$ cat config.mk
export PLATFORM = sky130hd
export DESIGN_NAME = lockable_reg_bank
export DESIGN_NICKNAME = d
export VERILOG_FILES = /design/src/rtl/lockable_reg_bank_pkg.sv /design/src/rtl/lockable_reg_bank_cell.sv /design/src/rtl/lockable_reg_bank.sv
export SDC_FILE = /design/constraint.sdc
export NUM_CORES = 1
export LEC_CHECK = 0
export ABC_AREA = 1
export BUFFER_PORTS_ARGS = -buffer_cell sky130_fd_sc_hd__buf_2
export CAP_MARGIN = 15
export CORE_ASPECT_RATIO = 0.75
export CORE_MARGIN = 8
export CORE_UTILIZATION = 50
export DETAILED_ROUTE_END_ITERATION = 8
export GPL_ROUTABILITY_DRIVEN = 0
export PLACE_DENSITY = 0.8
export SETUP_SLACK_MARGIN = 0.15
export SLEW_MARGIN = 20
export SYNTH_ARGS = -nofsm -noshare
export SYNTH_HDL_FRONTEND = slang
export SYNTH_HIERARCHICAL = 1
export SYNTH_SLANG_ARGS = --single-unit
$ cat constraint.sdc
create_clock -name Clk -period 1.6 [get_ports Clk]
set_clock_uncertainty 0.1 [all_clocks]
set_input_delay 0.16 -clock Clk [delete_from_list [all_inputs] [get_ports Clk]]
set_output_delay 0.16 -clock Clk [all_outputs]
set_load 0.005 [all_outputs]
$ cat src/rtl/lockable_reg_bank_pkg.sv
`default_nettype none
// +----------------------------------------------------------------------+
// | lockable_reg_pkg : lock-mode encoding and per-register mode lookup    |
// | rev 1.0                                                              |
// +----------------------------------------------------------------------+
package lockable_reg_pkg;

  localparam int MODE_W         = 2;
  localparam int MODE_VEC_MAX_W = 64;

  typedef enum logic [MODE_W-1:0] {
    MODE_FREE = 2'b00,
    MODE_ONCE = 2'b01,
    MODE_BIT  = 2'b10,
    MODE_RSVD = 2'b11
  } mode_e;

  // Callers zero-extend their mode vector to MODE_VEC_MAX_W bits.
  function automatic mode_e mode_of(input logic [MODE_VEC_MAX_W-1:0] mode_vec, input int idx);
    return mode_e'(mode_vec[MODE_W*idx +: MODE_W]);
  endfunction

endpackage
`default_nettype wire

$ cat src/rtl/lockable_reg_bank_cell.sv
`default_nettype none
// +----------------------------------------------------------------------+
// | lock_reg_cell : one protected register with its sticky lock flag      |
// | rev 1.0                                                              |
// +----------------------------------------------------------------------+
module lock_reg_cell
  import lockable_reg_pkg::*;
#(
  parameter int    DATA_W   = 16,
  parameter int    LOCK_BIT = 0,
  parameter mode_e MODE     = MODE_FREE
) (
  input  logic              clk,
  input  logic              rst,
  input  logic              wr_accept,
  input  logic [DATA_W-1:0] wr_data,
  output logic [DATA_W-1:0] reg_value,
  output logic              locked
);

  logic [DATA_W-1:0] value_q, value_d;
  logic              lock_q, lock_d;
  logic              lock_req;

  always_comb begin
    lock_req = 1'b0;
    case (MODE)
      MODE_ONCE: lock_req = 1'b1;
      MODE_BIT:  lock_req = wr_data[LOCK_BIT];
      default:   lock_req = 1'b0;
    endcase
  end

  always_comb begin
    value_d = value_q;
    lock_d  = lock_q;
    if (wr_accept) begin
      // The lock bit position is never stored; reads show the flag there.
      value_d           = wr_data;
      value_d[LOCK_BIT] = 1'b0;
      lock_d            = lock_q | lock_req;
    end
  end

  always_ff @(posedge clk or posedge rst) begin
    if (rst) begin
      value_q <= '0;
      lock_q  <= 1'b0;
    end else begin
      value_q <= value_d;
      lock_q  <= lock_d;
    end
  end

  assign reg_value = value_q;
  assign locked    = lock_q;

endmodule
`default_nettype wire

$ cat src/rtl/lockable_reg_bank.sv
`default_nettype none
// +----------------------------------------------------------------------+
// | lockable_reg_bank : bank of write-protected config registers          |
// | rev 1.0                                                              |
// +----------------------------------------------------------------------+
module lockable_reg_bank
  import lockable_reg_pkg::*;
#(
  parameter int                  NUM_REGS = 4,
  parameter int                  DATA_W   = 16,
  parameter int                  ADDR_W   = 2,
  parameter int                  LOCK_BIT = 0,
  parameter logic [2*NUM_REGS-1:0] MODE_VEC = 8'b10_01_00_00,
  parameter int                  CNT_W    = 8
) (
  input  logic                Clk,
  input  logic                ip_reset,
  input  logic                wr_en,
  input  logic [ADDR_W-1:0]   wr_addr,
  input  logic [DATA_W-1:0]   wr_data,
  input  logic                rd_en,
  input  logic [ADDR_W-1:0]   rd_addr,
  output logic [DATA_W-1:0]   rd_data,
  output logic                rd_valid,
  output logic                wr_ack,
  output logic                wr_err,
  input  logic                lock_all,
  output logic [NUM_REGS-1:0] lock_status,
  output logic [CNT_W-1:0]    viol_count,
  input  logic                viol_clr
);

  localparam logic [MODE_VEC_MAX_W-1:0] MODE_VEC_EXT = MODE_VEC_MAX_W'(MODE_VEC);
  localparam logic [CNT_W-1:0]          CNT_MAX      = {CNT_W{1'b1}};

  logic [NUM_REGS-1:0]             wr_sel;
  logic [NUM_REGS-1:0]             wr_accept;
  logic [NUM_REGS-1:0]             lock_vec;
  logic [NUM_REGS-1:0][DATA_W-1:0] value_vec;

  logic [DATA_W-1:0] rd_data_q, rd_data_d;
  logic              rd_valid_q, rd_valid_d;
  logic              wr_ack_q, wr_ack_d;
  logic              wr_err_q, wr_err_d;
  logic [CNT_W-1:0]  viol_q, viol_d;

  // Out-of-range addresses select no cell, so they fall through to a reject.
  always_comb begin
    wr_sel = '0;
    for (int i = 0; i < NUM_REGS; i++) begin
      wr_sel[i] = wr_en && (wr_addr == ADDR_W'(i));
    end
  end

  assign wr_accept = wr_sel & ~lock_vec & {NUM_REGS{~lock_all}};

  generate
    for (genvar gi = 0; gi < NUM_REGS; gi++) begin : g_cells
      lock_reg_cell #(
        .DATA_W   (DATA_W),
        .LOCK_BIT (LOCK_BIT),
        .MODE     (mode_of(MODE_VEC_EXT, gi))
      ) u_cell (
        .clk       (Clk),
        .rst       (ip_reset),
        .wr_accept (wr_accept[gi]),
        .wr_data   (wr_data),
        .reg_value (value_vec[gi]),
        .locked    (lock_vec[gi])
      );
    end
  endgenerate

  always_comb begin
    wr_ack_d = |wr_accept;
    wr_err_d = wr_en && !(|wr_accept);
  end

  // Reads sample the pre-edge register and flag, giving read-before-write.
  always_comb begin
    rd_valid_d = rd_en;
    rd_data_d  = rd_data_q;
    if (rd_en) begin
      rd_data_d = '0;
      for (int i = 0; i < NUM_REGS; i++) begin
        if (rd_addr == ADDR_W'(i)) begin
          rd_data_d           = value_vec[i];
          rd_data_d[LOCK_BIT] = lock_vec[i];
        end
      end
    end
  end

  always_comb begin
    viol_d = viol_q;
    if (viol_clr) begin
      viol_d = wr_err_d ? CNT_W'(1) : '0;
    end else if (wr_err_d && (viol_q != CNT_MAX)) begin
      viol_d = viol_q + CNT_W'(1);
    end
  end

  always_ff @(posedge Clk or posedge ip_reset) begin
    if (ip_reset) begin
      rd_data_q  <= '0;
      rd_valid_q <= 1'b0;
      wr_ack_q   <= 1'b0;
      wr_err_q   <= 1'b0;
      viol_q     <= '0;
    end else begin
      rd_data_q  <= rd_data_d;
      rd_valid_q <= rd_valid_d;
      wr_ack_q   <= wr_ack_d;
      wr_err_q   <= wr_err_d;
      viol_q     <= viol_d;
    end
  end

  assign rd_data     = rd_data_q;
  assign rd_valid    = rd_valid_q;
  assign wr_ack      = wr_ack_q;
  assign wr_err      = wr_err_q;
  assign lock_status = lock_vec;
  assign viol_count  = viol_q;

endmodule
`default_nettype wire

==> results of run 1 <==
## flip-flops by register name, summed over array words and instances (netlist names)
name	flops
wr_err	1
g_cells.u_cell/locked	2
viol_count	8
rd_data	16
rd_valid	1
g_cells.u_cell/reg_value	60
wr_ack	1
## cell usage in the layout (no fill, tap or decap)
cell type / n
buf_2: 54
nor3_1: 2
nand2_8: 1
dfrtp_1: 89
inv_1: 17
a31oi_1: 11
xor2_1: 2
nand3_2: 1
inv_2: 6
conb_1: 2
diode_2: 1
clkinvlp_4: 1
or2_1: 1
o21ai_1: 5
o21bai_1: 1
nor2_1: 24
clkinv_2: 2
a21oi_1: 17
nand3_4: 1
buf_6: 1
clkinv_1: 1
nor2_2: 1
inv_6: 5
nand2_1: 227
clkbuf_16: 9
nor2_4: 5
ha_2: 1
nor3b_1: 1
nand4_1: 3
nand3_1: 33
buf_4: 13
dlygate4sd3_1: 12
bufinv_16: 3
nand2_2: 33
## routing by layer
layer | part of all wire [%] | vias up
met5 | 0 | -
met4 | 1.9 | 0
met3 | 9.7 | 20
met2 | 45 | 205
met1 | 44 | 1688
li1 | - | 1729
## area by class of cell
type                            count  area (sq um)  area share (%)
Timing Repair Buffer               80         499.2           9.938
Sequential cell                    89          2227           44.33
Clock buffer                        9         225.2           4.483
Inverter                           28         125.1           2.491
Multi-Input combinational cell    372          1693           33.70
Clock inverter                      7         116.4           2.316
Antenna cell                        1         2.502         0.04981
Tap cell                          108         135.1           2.690
## how the worst max path moves through the flow
stage | cells past startpoint | slack [ns] | to | start
finish | 10 | 0.05 | viol_count[3]$_DFFE_PP0P_ | viol_count[0]$_DFFE_PP0P_
detailed placement | 10 | 0.02 | viol_count[2]$_DFFE_PP0P_ | viol_count[1]$_DFFE_PP0P_
CTS | 10 | 0.10 | viol_count[3]$_DFFE_PP0P_ | viol_count[0]$_DFFE_PP0P_
global placement | 10 | 0.13 | viol_count[2]$_DFFE_PP0P_ | viol_count[1]$_DFFE_PP0P_
global route | 10 | -0.003 | viol_count[1]$_DFFE_PP0P_ | viol_count[0]$_DFFE_PP0P_
floorplan | 10 | 0.17 | viol_count[6]$_DFFE_PP0P_ | viol_count[0]$_DFFE_PP0P_
## power by group
| group | switching (uW) | internal [uW] | total [uW] | leakage, uW |
|---|---|---|---|---|
| clock | 863 | 1520 | 2390 | 0.000166 |
| combinational | 538 | 372 | 910 | 0.00139 |
| sequential | 251 | 2630 | 2880 | 0.00114 |
## through the flow
| stage | area [sq um] | hold slack [ns] | power (uW) | instances | util [%] |
|---|---|---|---|---|---|
| 2_1_floorplan | 4250 | -0.03852 | 3413 | 512 | - |
| 5_1_grt | 5021 | 0.01749 | 6467 | 693 | 60.16 |
| 6_report | 5024 | 0.007349 | 6182 | 694 | 60.19 |
| 3_5_place_dp | 4479 | 0.1859 | 3746 | 659 | 53.67 |
| 3_3_place_gp | 4479 | 0.1751 | 3686 | 659 | 53.67 |
| 4_1_cts | 4981 | 0.001115 | 6182 | 691 | 59.69 |
## critical path, delay by kind of cell, from the launching register on
kind	cells	cell delay, ns
simple gates	8	0.69
buf+inv	1	0.07
flops	1	0.37
fa+ha+maj	1	0.20
## what timing repair did
action	CTS	global route
resized for setup	3	9
pin swaps	1	1
hold buffers	12	0
endpoints found under the setup margin	8	29
setup buffers	3	2
hold endpoints to repair	104	0
gates cloned	1	0
==> run summary, run 1 <==
outcome -> finished clean
Die Y -> 95.85 um
Top Usage Layer GRT -> met2
first-pass GRT wire length -> 16970 um
vias -> 3642
slowest cell on the critical path -> dfrtp_1
final hold vios -> 0
wire per inst -> 14.90 um
layout cell share with drive strength beyond 1 -> 23.42%
chip width -> 122.5 um
global route total overflow -> 0
Area Overhead vs Synth -> 18.19%
flop-to-flop setup slack -> 0.05 ns
Initial Util -> 50.93%
Worst Hold Class -> input pin to register
Fmax achieved -> 0.6467 GHz
number of max-cap violations -> 0
worst-path fanout max -> 7
die area -> 11740 sq um
Hold EP -> g_cells[1].u_cell/reg_value[1]$_DFFE_PP0P_
setup TNS -> 0 ns
post-route ant nets -> 0
Core ar. -> 8346 sq um
Slew headroom -> 59.92%
startpoint types -> register
CTS tree -> built
Crit. End Element -> register
setup violators final -> 0
Worst Path Required -> 1.72 ns
Mapped Area -> 4250 sq um
crit path kind -> register to register
Critical Path Most Common Cell -> nand2_2
CTS max path bufs -> 2
Via density -> 5.248
Root Buffer -> clkbuf_16
Core Rows -> 29
CTS Buf Count -> 9
WP data arrival -> 1.67 ns
worst skew pair latency -> 0.34 ns
min Tclk post-route -> 1.546 ns
cells along the critical path -> ha_2 -> nand2_2 -> inv_2 -> nand2_2 -> nor2_4 -> nand2_2 -> nand3_4 -> nand2_8 -> nand2_2 -> nand2_1
Ys Warns -> 6
leakage -> 0.002701 uW
Final nets -> 607
Post-DP HPWL -> 7265 um
Synthesized Nets -> 539
Final Slew Violations -> 0
reg2reg end -> viol_count[3]$_DFFE_PP0P_
worst stage delay on the critical path -> 0.37 ns
Starting DRT DRC Count -> 376
Worst Max-Slew Pin Slew -> 0.6005 ns
GRT Util Overall -> 18.37%
RSZ-0062 raised after global routing -> yes
pwr dens -> 1231 nW/um^2
worst hold stages -> 3
initial antenna violation count -> 0
DRT Pass-1 Iters -> 5
vias in the first global route -> 3431
H-tree depth -> 3
worst r2r path cells -> 10
detailed-route DRC error count -> 0
Worst-path clk slew -> 0.06 ns
FF-to-FF Start -> viol_count[0]$_DFFE_PP0P_
clk sinks -> 89
Hold Crit Start -> wr_data[1]
Ports -> 57
grt met3 use -> 4.513%
gate count of the mapped netlist -> 512
largest net degree at the start of global routing -> 28
layout filler cell count -> 680
final setup margin -> 0.05369 ns
M1 GR Usage -> 24.51%
VDD IR max -> 790.2 uV
Place WS -> 0.01560 ns
IO Port Bufs -> 54
final wirelength -> 10340 um
syn_area_per_cell -> 8.301 sq um
Tcrit/Tclk final -> 96.64%
routing usage on met2 -> 28.82%
Note: power is estimated with default switching activity, not from simulation.
==> run 2: changes to the inputs <==
PLACE_DENSITY = unset   (was 0.8)
PLACE_DENSITY_LB_ADDON = 0.3   (was unset)
==> run summary, run 2 (synthesis gave the netlist of run 1 again) <==
outcome -> finished clean
Non-Filler Instances -> 693
post-placement cell count -> 659
layout filler cell count -> 743
DRT Pass-1 Iters -> 6
Final nets -> 607
first-pass GRT wire length -> 16590 um
final hold vios -> 0
CTS Buf Count -> 9
placed inst area -> 4479 sq um
Slew headroom -> 58.92%
WP data arrival -> 1.66 ns
final wirelength -> 9840 um
Clk pwr share -> 36.0%
Area Overhead vs Synth -> 17.34%
Worst Path Required -> 1.72 ns
most frequent cells in the layout -> 228 x nand2_1, 89 x dfrtp_1, 54 x buf_2
Worst Hold Class -> input pin to register
GRT Util Overall -> 17.89%
layout cell share with drive strength beyond 1 -> 23.46%
VDD IR max -> 718.7 uV
vias in the first global route -> 3205
internal power -> 4256 uW
Via density -> 4.941
number of max-cap violations -> 0
Worst Max-Slew Pin Slew -> 0.6155 ns
Post-DP HPWL -> 7083 um
overall power -> 5858 uW
RSZ-0062 raised after global routing -> yes
pwr dens -> 1175 nW/um^2
commonest non-fill, non-tap cell in the layout -> nand2_1
Combinational Power Share -> 15.1%
switching power -> 1602 uW
Initial Util -> 50.93%
die area -> 11740 sq um
Net Sw Frac -> 27.35%
Core Rows -> 29
setup violators final -> 0
Die Y -> 95.85 um
startpoint types -> register
final setup margin -> 0.05624 ns
chip width -> 122.5 um
Worst-path clk slew -> 0.06 ns
design area -> 4987 sq um
largest net degree at the start of global routing -> 28
vias -> 3424
leakage -> 0.002691 uW
Ports -> 57
initial antenna violation count -> 0
worst skew pair latency -> 0.33 ns
hold slack -> 0.007496 ns
Starting DRT DRC Count -> 349
crit path kind -> register to register
CTS tree -> built
clk sinks -> 89
IO Port Bufs -> 54
wire per inst -> 14.20 um
worst-path fanout max -> 7
H-tree depth -> 3
global route total overflow -> 0
sequential power share -> 48.8%
detailed-route DRC error count -> 0
Fmax achieved -> 0.6478 GHz
Tcrit/Tclk final -> 96.49%
Core ar. -> 8346 sq um
post-route ant nets -> 0
min Tclk post-route -> 1.544 ns
Crit. End Element -> register
Final Slew Violations -> 0
max reg flops -> 60
Root Buffer -> clkbuf_16
Place WS -> 0.03075 ns
CTS max path bufs -> 2
[run 2: stage by stage]
stage               utilization, %  setup TNS (ns)
floorplan                        -               0
global placement             53.67               0
detailed placement           53.67               0
CTS                          58.98               0
global route                 59.73        -0.05628
finish                       59.76               0
[run 2: area by class of cell]
class / instances / area [sq um] / area share [%]
Inverter: 28 / 125.1 / 2.509
Multi-Input combinational cell: 372 / 1700 / 34.09
Sequential cell: 89 / 2227 / 44.66
Timing Repair Buffer: 80 / 494.2 / 9.910
Clock buffer: 10 / 239.0 / 4.792
Clock inverter: 5 / 63.81 / 1.279
Antenna cell: 1 / 2.502 / 0.05018
Tap cell: 108 / 135.1 / 2.709
[run 2: worst max-delay path, stage by stage, from the launching register on]
cell	delay [ns]
dfrtp_1	0.36
ha_2	0.19
nand2_2	0.05
inv_2	0.06
nand2_2	0.07
nor2_4	0.11
nand2_2	0.09
nand3_4	0.15
nand2_8	0.09
nand2_2	0.08
nand2_1	0.05
[run 2: metal layers]
| metal | vias up | track usage, % | share of wire [%] |
|---|---|---|---|
| met3 | 4 | 5.393 | 6.3 |
| met2 | 105 | 24.74 | 42 |
| met4 | 0 | 3.539 | 0.43 |
| met1 | 1588 | 26.95 | 52 |
| met5 | - | 0 | 0 |
| li1 | 1727 | - | - |
[run 2: power by group through the flow]
| stage | sequential, uW | clock, uW | combinational, uW |
|---|---|---|---|
| final | 2860 | 2110 | 886 |
| after floorplan | 2860 | 0 | 549 |
| after CTS | 2860 | 2150 | 871 |
| after global routing | 2910 | 2230 | 1020 |
| after global placement | 2890 | 0 | 802 |
| after detailed placement | 2900 | 0 | 825 |
[run 2: path summary, 6_finish.rpt]
check,start,end,slack (ns),cells after the start
max,viol_count[1]$_DFFE_PP0P_,viol_count[2]$_DFFE_PP0P_,0.06,10
min,wr_data[1],g_cells[2].u_cell/reg_value[1]$_DFFE_PP0P_,0.007,3
max reg2reg,viol_count[1]$_DFFE_PP0P_,viol_count[2]$_DFFE_PP0P_,0.06,10
min reg2reg,g_cells[0].u_cell/reg_value[5]$_DFFE_PP0P_,g_cells[0].u_cell/reg_value[5]$_DFFE_PP0P_,0.37,2
max in group asynchronous,ip_reset,g_cells[2].u_cell/locked$_DFFE_PP0P_,0.59,3
min in group asynchronous,ip_reset,g_cells[1].u_cell/reg_value[12]$_DFFE_PP0P_,0.38,3
[run 2: timing repair]
action                                 CTS  global route
hold buffers                            10             0
pin swaps                                1             2
setup endpoints to repair                8            13
endpoints found under the hold margin  105             0
gates cloned                             1             0
gates resized for setup                  0            12
buffers inserted                         4             3
==> run 3: changes to the inputs <==
CORE_MARGIN = 5   (was 8)
RECOVER_POWER = 100   (was unset)
==> run summary, run 3 (synthesis gave the netlist of run 1 again) <==
outcome -> finished clean
first-pass GRT wire length -> 16080 um
Worst Path Required -> 1.73 ns
Clk pwr share -> 34.4%
Worst Hold Class -> input pin to register
Final nets -> 617
Die Y -> 89.85 um
worst-path fanout max -> 7
startpoint types -> register
CTS max path bufs -> 2
Area Overhead vs Synth -> 17.52%
Fmax achieved -> 0.6631 GHz
Worst Max-Slew Pin Slew -> 0.6625 ns
min Tclk post-route -> 1.508 ns
IO Port Bufs -> 54
initial antenna violation count -> 0
leakage -> 0.002681 uW
vias -> 3481
Ports -> 57
layout filler cell count -> 779
VDD IR max -> 632.3 uV
vias in the first global route -> 3157
Non-Filler Instances -> 702
global route total overflow -> 0
Starting DRT DRC Count -> 179
WP data arrival -> 1.64 ns
pwr dens -> 1147 nW/um^2
largest net degree at the start of global routing -> 28
max reg flops -> 60
post-route ant nets -> 0
final setup margin -> 0.09201 ns
die area -> 10460 sq um
DRT Pass-1 Iters -> 4
detailed-route DRC error count -> 0
GRT Util Overall -> 19.64%
Final Slew Violations -> 0
wire per inst -> 14.09 um
RSZ-0062 raised after global routing -> yes
Combinational Power Share -> 15.5%
Net Sw Frac -> 28.40%
worst skew pair latency -> 0.34 ns
internal power -> 4104 uW
Slew headroom -> 55.84%
Via density -> 4.959
setup violators final -> 0
H-tree depth -> 3
hold slack -> 0.01897 ns
worst hold stages -> 3
Crit. End Element -> register
Place WS -> 0.009840 ns
setup TNS -> 0 ns
post-placement cell count -> 660
Root Buffer -> clkbuf_16
Worst-path clk slew -> 0.06 ns
crit path kind -> register to register
Core ar. -> 8382 sq um
Post-DP HPWL -> 7141 um
layout cell share with drive strength beyond 1 -> 20.71%
number of max-cap violations -> 0
worst r2r path cells -> 10
clk sinks -> 89
Initial Util -> 50.71%
commonest non-fill, non-tap cell in the layout -> nand2_1
CTS tree -> built
Tcrit/Tclk final -> 94.25%
Core Rows -> 29
chip width -> 116.5 um
final wirelength -> 9893 um
overall power -> 5731 uW
final hold vios -> 0
diode count -> 0
sequential power share -> 50.1%
most frequent cells in the layout -> 235 x nand2_1, 88 x dfrtp_1, 44 x buf_2
switching power -> 1627 uW
CTS Buf Count -> 9
[run 3: cell count changes in the layout (fill, tap and decap cells not counted), sizes merged]
| cell | delta |
|---|---|
| clkbuf | +15 |
| buf | -10 |
| dlygate4sd3 | +5 |
| bufinv | -1 |
| clkinv | +1 |
| clkinvlp | +1 |
| diode | -1 |
| inv | -1 |
[run 3: final cells by class]
cell class / count / area (sq um) / area share, %
clock buffer: 10 / 239.0 / 4.785
clock inverter: 5 / 38.79 / 0.7766
inverter: 28 / 113.9 / 2.280
multi-input combinational: 372 / 1684 / 33.72
sequential: 89 / 2228 / 44.61
tap: 108 / 135.1 / 2.705
timing repair buffer: 90 / 555.5 / 11.12
[run 3: final timing paths]
path / from / to / slack, ns
worst max-delay path: viol_count[0]$_DFFE_PP0P_ / viol_count[1]$_DFFE_PP0P_ / 0.09
worst min register to register: g_cells[0].u_cell/reg_value[1]$_DFFE_PP0P_ / g_cells[0].u_cell/reg_value[1]$_DFFE_PP0P_ / 0.37
min in group asynchronous: ip_reset / g_cells[1].u_cell/reg_value[12]$_DFFE_PP0P_ / 0.42
worst max register to register: viol_count[0]$_DFFE_PP0P_ / viol_count[1]$_DFFE_PP0P_ / 0.09
worst min-delay path: wr_data[14] / g_cells[2].u_cell/reg_value[14]$_DFFE_PP0P_ / 0.02
max in group asynchronous: ip_reset / viol_count[3]$_DFFE_PP0P_ / 0.39
[run 3: through the flow]
| stage | area, sq um | util, % |
|---|---|---|
| 6_report | 4995 | 59.59 |
| 5_1_grt | 4995 | 59.59 |
| 4_1_cts | 4965 | 59.23 |
| 3_5_place_dp | 4487 | 53.53 |
| 3_3_place_gp | 4487 | 53.53 |
| 2_1_floorplan | 4250 | - |
[run 3: repair_timing]
item	CTS	global route
buffers inserted	4	7
gates resized for setup	3	8
pin swaps	3	2
hold endpoints to repair	123	0
hold buffers	15	0
gates cloned	1	0
endpoints found under the setup margin	8	30
[run 3: power groups by stage]
stage          registers, uW  clock network, uW  logic (uW)
2_1_floorplan           2860                  0         549
3_3_place_gp            2890                  0         809
3_5_place_dp            2900                  0         840
4_1_cts                 2860               2010         891
5_1_grt                 2910               2110        1020
6_report                2870               1970         887
[run 3: worst max-delay path, cell delays in order, from the launching register on]
cell and delay, ns:
dfrtp_1 0.40, ha_4 0.16, nand2_2 0.05, inv_2 0.07, nand2_2 0.06, nor2_4 0.11, nand2_4 0.08, nand3_4 0.12
nand2_4 0.09, nand2_1 0.09, nand2_1 0.05
[run 3: per-layer routing]
metal | share of wire [%] | vias up | wire [um] | track usage (%)
li1 | - | 1750 | - | -
met4 | 1.0 | 0 | 99 | 5.507
met3 | 6.7 | 9 | 662 | 4.698
met5 | 0 | - | 0 | 0
met1 | 52 | 1614 | 5098 | 31.83
met2 | 41 | 108 | 4033 | 25.76
